**src/rtl/issue_pkg.sv**
```systemverilog
// issue_pkg: CDB owner encodings and default unit latencies for the issue scheduler
package issue_pkg;
  typedef enum logic [1:0] {
    CDB_INT  = 2'd0,
    CDB_MULT = 2'd1,
    CDB_DIV  = 2'd2,
    CDB_LD   = 2'd3
  } cdb_own_e;
  localparam int MULT_LAT_DEF = 4;
  localparam int DIV_LAT_DEF  = 7;
endpackage

```
**src/rtl/cdb_resv.sv**
```systemverilog
// cdb_resv: CDB slot reservation and owner shift register; slot j means the bus is busy j cycles from now
module cdb_resv import issue_pkg::*; #(
  parameter int DEPTH = DIV_LAT_DEF
) (
  input  logic                  clk,
  input  logic                  reset,
  input  logic [DEPTH:1]        set,
  input  logic [DEPTH:1][1:0]   own_in,
  output logic [DEPTH:0]        res,
  output logic [1:0]            own0
);
  logic [DEPTH:0]      res_q, res_d;
  logic [DEPTH:0][1:0] own_q, own_d;
  // advance every reservation one slot toward the bus, merging new ones at their latency
  always_comb begin
    res_d = '0;
    own_d = '0;
    for (int j = 0; j < DEPTH; j++) begin
      res_d[j] = res_q[j+1] | set[j+1];
      own_d[j] = set[j+1] ? own_in[j+1] : own_q[j+1];
    end
  end
  // reservation state; reset discards everything in flight
  always_ff @(posedge clk) begin
    if (reset) begin
      res_q <= '0;
      own_q <= '0;
    end else begin
      res_q <= res_d;
      own_q <= own_d;
    end
  end
  assign res  = res_q;
  assign own0 = own_q[0];
endmodule

```
**src/rtl/issue_unit.sv**
```systemverilog
// issue_unit: CDB-conflict-free issue scheduler for int/mult/div/load queues; ISSUE_RR_EN selects int/load round-robin instead of load-first priority
module issue_unit import issue_pkg::*; #(
  parameter int MULT_LAT = MULT_LAT_DEF,
  parameter int DIV_LAT  = DIV_LAT_DEF
) (
  input  logic       clk,
  input  logic       reset,
  input  logic       issueint_ready,
  input  logic       issuemult_ready,
  input  logic       issuediv_ready,
  input  logic       issueld_ready,
  output logic       issueint_done,
  output logic       issuemult_done,
  output logic       issuediv_done,
  output logic       issueld_done,
  output logic [1:0] cdb_sel,
  output logic       cdb_sel_valid
);
  localparam int CW = $clog2(DIV_LAT);
  logic [DIV_LAT:0]      res;
  logic [1:0]            own0;
  logic [DIV_LAT:1]      set;
  logic [DIV_LAT:1][1:0] own_in;
  logic [CW-1:0]         div_cnt_q, div_cnt_d;
  logic                  int_g, mult_g, div_g, ld_g, slot1_free;
  logic                  unused_res;
`ifdef ISSUE_RR_EN
  logic                  rr_q, rr_d;
`endif
  assign slot1_free = !res[1];
  assign unused_res = ^res;
  // grants: each unit issues only if its landing slot is free; int and load share slot 1
  always_comb begin
    div_g  = issuediv_ready && div_cnt_q == '0 && !res[DIV_LAT];
    mult_g = issuemult_ready && !res[MULT_LAT];
`ifdef ISSUE_RR_EN
    ld_g   = issueld_ready && slot1_free && (!issueint_ready || rr_q);
`else
    ld_g   = issueld_ready && slot1_free;
`endif
    int_g  = issueint_ready && slot1_free && !ld_g;
`ifdef ISSUE_RR_EN
    rr_d   = int_g ? 1'b1 : ld_g ? 1'b0 : rr_q;
`endif
    div_cnt_d = div_g ? CW'(DIV_LAT - 1) : div_cnt_q == '0 ? '0 : div_cnt_q - 1'b1;
  end
  // translate grants into reservations at each unit's latency
  always_comb begin
    set = '0;
    own_in = '0;
    set[1] = int_g | ld_g;
    own_in[1] = ld_g ? CDB_LD : CDB_INT;
    set[MULT_LAT] = mult_g;
    own_in[MULT_LAT] = CDB_MULT;
    set[DIV_LAT] = div_g;
    own_in[DIV_LAT] = CDB_DIV;
  end
  // divider occupancy and fairness pointer
  always_ff @(posedge clk) begin
    if (reset) begin
      div_cnt_q <= '0;
`ifdef ISSUE_RR_EN
      rr_q <= 1'b0;
`endif
    end else begin
      div_cnt_q <= div_cnt_d;
`ifdef ISSUE_RR_EN
      rr_q <= rr_d;
`endif
    end
  end
  cdb_resv #(.DEPTH(DIV_LAT)) u_resv (
    .clk(clk),
    .reset(reset),
    .set(set),
    .own_in(own_in),
    .res(res),
    .own0(own0)
  );
  assign issueint_done  = int_g & ~reset;
  assign issuemult_done = mult_g & ~reset;
  assign issuediv_done  = div_g & ~reset;
  assign issueld_done   = ld_g & ~reset;
  assign cdb_sel_valid  = res[0] & ~reset;
  assign cdb_sel        = reset ? CDB_INT : own0;
endmodule

```
**config.mk**
```make
export PLATFORM = sky130hd
export DESIGN_NAME = issue_unit
export DESIGN_NICKNAME = d
export VERILOG_FILES = /design/src/rtl/issue_pkg.sv /design/src/rtl/cdb_resv.sv /design/src/rtl/issue_unit.sv
export SDC_FILE = /design/constraint.sdc
export NUM_CORES = 1
export LEC_CHECK = 0
export CORE_MARGIN = 2
export CORE_UTILIZATION = 40
export CTS_CLUSTER_SIZE = 20
export DETAILED_ROUTE_END_ITERATION = 10
export PLACE_DENSITY = 0.71
export SYNTH_ARGS = -nofsm -noshare
export SYNTH_HDL_FRONTEND = slang
export SYNTH_HIERARCHICAL = 1
export SYNTH_SLANG_ARGS = --single-unit
```
**constraint.sdc**
```tcl
create_clock -name clk -period 1.1 [get_ports clk]
set_input_delay 0.22 -clock clk [delete_from_list [all_inputs] [get_ports clk]]
set_output_delay 0.22 -clock clk [all_outputs]
set_load 0.1 [all_outputs]
```
==> run metrics <==
status complete, but fails checks; failing checks setup timing; max incr delay on CP 360 ps; end of the worst hold path u_resv/own0[0]$_SDFF_PP0_; final WL 1.456 mm; cell taking the most area after synthesis dfxtp_1; share of layout cells above drive strength 1 40.43%; final worst path period need 1637 ps; area delta synth->final 49.13%; largest net degree at the start of global routing 15; Max Fclk 611.0 MHz; initial core utilization 41.36%; hold path cells 3; Clock Skew 3.050 ps; top cells by area, synth dfxtp_1 48%, mux2i_1 12%, nor2_4 11%; clk buf depth 2; global-route total usage across every layer 12.23%; vias per inst 4.099; Routed WL per cell 8.515 µm; standard-cell rows 18; Worst Reg-to-Reg Cells 7; Reg2Reg Setup Slack -210 ps; final instance area 1500 µm²; vias in the first global route 670; first-pass GRT wire length 2.518 mm; Yosys top cell area share 47.76%; port bufs 12; Avg Inst Size Synth 10.48 µm²; most frequent cell on the critical path nor2_4; most frequent cells in the layout 25 x conb_1, 17 x dfxtp_1, 15 x nor2_1; placed wire-length estimate 1.080 mm; CP max stage cell dfxtp_2; Final Hold Viols 0; Peak VDD IR 0.8147 mV; P_leak 0.6719 nW; GR Overflow Total 0; Root Buffer clkbuf_4; max_cap viols 0; multi-input logic area 635.6 µm²; Final Util 61.68%; Setup WS post-layout -536.7 ps; commonest non-fill, non-tap cell in the layout conb_1; fin cells 171; # setup viols final 11; Min-Delay Startpoint reset; max-slew violations 0; Post-Synthesis Cell Area 1006 µm²; Pwr Density 1241 nW/µm²; Die Height 54.15 µm; 1st-iter DRT viols 4; Seq/Total Area, Yosys 47.76%; CTS hold repair buffers 0; worst path cell trace nor2_4 > ha_4 > nand3b_1 > nor2_4 > buf_12; initial antenna violation count 0; antenna-violating nets left 0; core area 2432 µm²; setup TNS -2099 ps; final worst path period share 148.8%; type of the worst setup path reg2out; Critical R2R Launch div_cnt_q[0]$_SDFF_PP0_; FF+latch count, synth 24; DR vias 701; RD Place Congestion 0.6756; CP Data Required Time 880 ps; htree depth 1; RSZ-0062 raised after global routing yes; fill count 217; Placed Area 1385 µm²; Mapped Cells 96; startpoint types flip-flop; nets 150; clk sink count 24; register area 491.7 µm²; DR pass1 iterations 4; ANT cells 0; die width 54.15 µm; DRC viols 0; Die Area 2932 µm²; critical path fanouts, max 2; Placed Cells 165; CTS Buf Count 3; Worst-Skew Late Latency 300 ps; io pins 13; Reg-to-Reg End u_resv/own_q[13]$_SDFF_PP0_; CTS tree done; hold slack 348.4 ps; Worst-path clk slew 120 ps; class of the worst hold path in2reg; Ys Warns 6; Cell variety after synth 22; CP endpoint kind output port; crit path DAT 1420 ps
==> metal layers <==
metal  global-route usage [%]  vias to the layer above  share of wire [%]
met5                        0                        -                  0
li1                         -                      365                  -
met1                    11.56                      326                 38
met4                    7.500                        0                1.3
met2                    23.49                        8                 57
met3                    2.500                        2                3.8
==> where the power goes <==
part / internal (mW) / leakage, nW / switching (mW)
logic: 0.210 / 0.450 / 0.247
clock network: 0.202 / 0.0210 / 0.245
registers: 0.930 / 0.201 / 0.0284
total: 1.34 / 0.672 / 0.520
==> synthesized netlist by cell type <==
library cell / number
inv_1: 4
nor2b_4: 1
nor2_4: 10
clkbuf_1: 1
buf_4: 3
nor4b_1: 1
and2_1: 2
nand2_1: 1
mux2i_1: 12
a21oi_1: 1
a31oi_1: 1
or3b_1: 1
nand3b_1: 1
nor3_1: 1
buf_6: 1
conb_1: 3
buf_12: 1
nor2_1: 18
dfxtp_1: 24
ha_1: 2
nor3b_1: 1
nor2b_1: 6
==> kinds of logic (layout without fill, tap and decap cells) <==
group,Yosys count,after routing,share of synthesized area (%)
AO/OA/AOI/OAI,2,2,1.119
adder cells (fa/ha/maj),2,2,2.487
buffers and inverters,10,33,7.213
flip-flops,24,24,47.76
multiplexers,12,12,11.94
other,3,25,1.119
AND/OR/NAND/NOR,43,43,28.36
==> area by class of cell <==
| type | instances | share of cell area (%) |
|---|---|---|
| Multi-Input combinational cell | 84 | 42.37 |
| Sequential cell | 24 | 32.78 |
| Timing Repair Buffer | 25 | 18.93 |
| Inverter | 4 | 1.001 |
| Clock buffer | 4 | 2.419 |
| Tap cell | 30 | 2.502 |
==> repair_timing <==
item | CTS | global route
pin swaps | 7 | 5
setup buffers | 2 | 2
cloned | 0 | 0
gates resized for setup | 17 | 5
setup endpoints to repair | 13 | 12
==> through the flow <==
step	worst slack, ps	power, mW
6_report	-536.7	1.862
5_1_grt	-611.4	1.957
4_1_cts	-549.5	1.869
3_5_place_dp	-432.2	1.381
3_3_place_gp	-412.3	1.370
2_1_floorplan	-594.5	1.267
==> worst max-delay path by stage <==
stage,start,to
finish,div_cnt_q[0]$_SDFF_PP0_,issuediv_done
global route,div_cnt_q[0]$_SDFF_PP0_,issuediv_done
CTS,div_cnt_q[1]$_SDFF_PP0_,issuediv_done
detailed placement,issueld_ready,u_resv/own0[0]$_SDFF_PP0_
global placement,issueld_ready,u_resv/own0[0]$_SDFF_PP0_
floorplan,reset,issueint_done
==> worst max-delay path: cells and delay by family (launching register included) <==
kind,cells,cell delay [ps]
buf+inv,1,180
simple gates,3,440
fa+ha+maj,1,140
flops,1,360
==> registers in the layout (all words and copies together), names as in the netlist <==
| name | flops |
|---|---|
| u_resv/own_q | 12 |
| u_resv/res | 7 |
| div_cnt_q | 3 |
| u_resv/own0 | 2 |
(Power assumes the default switching activity.)
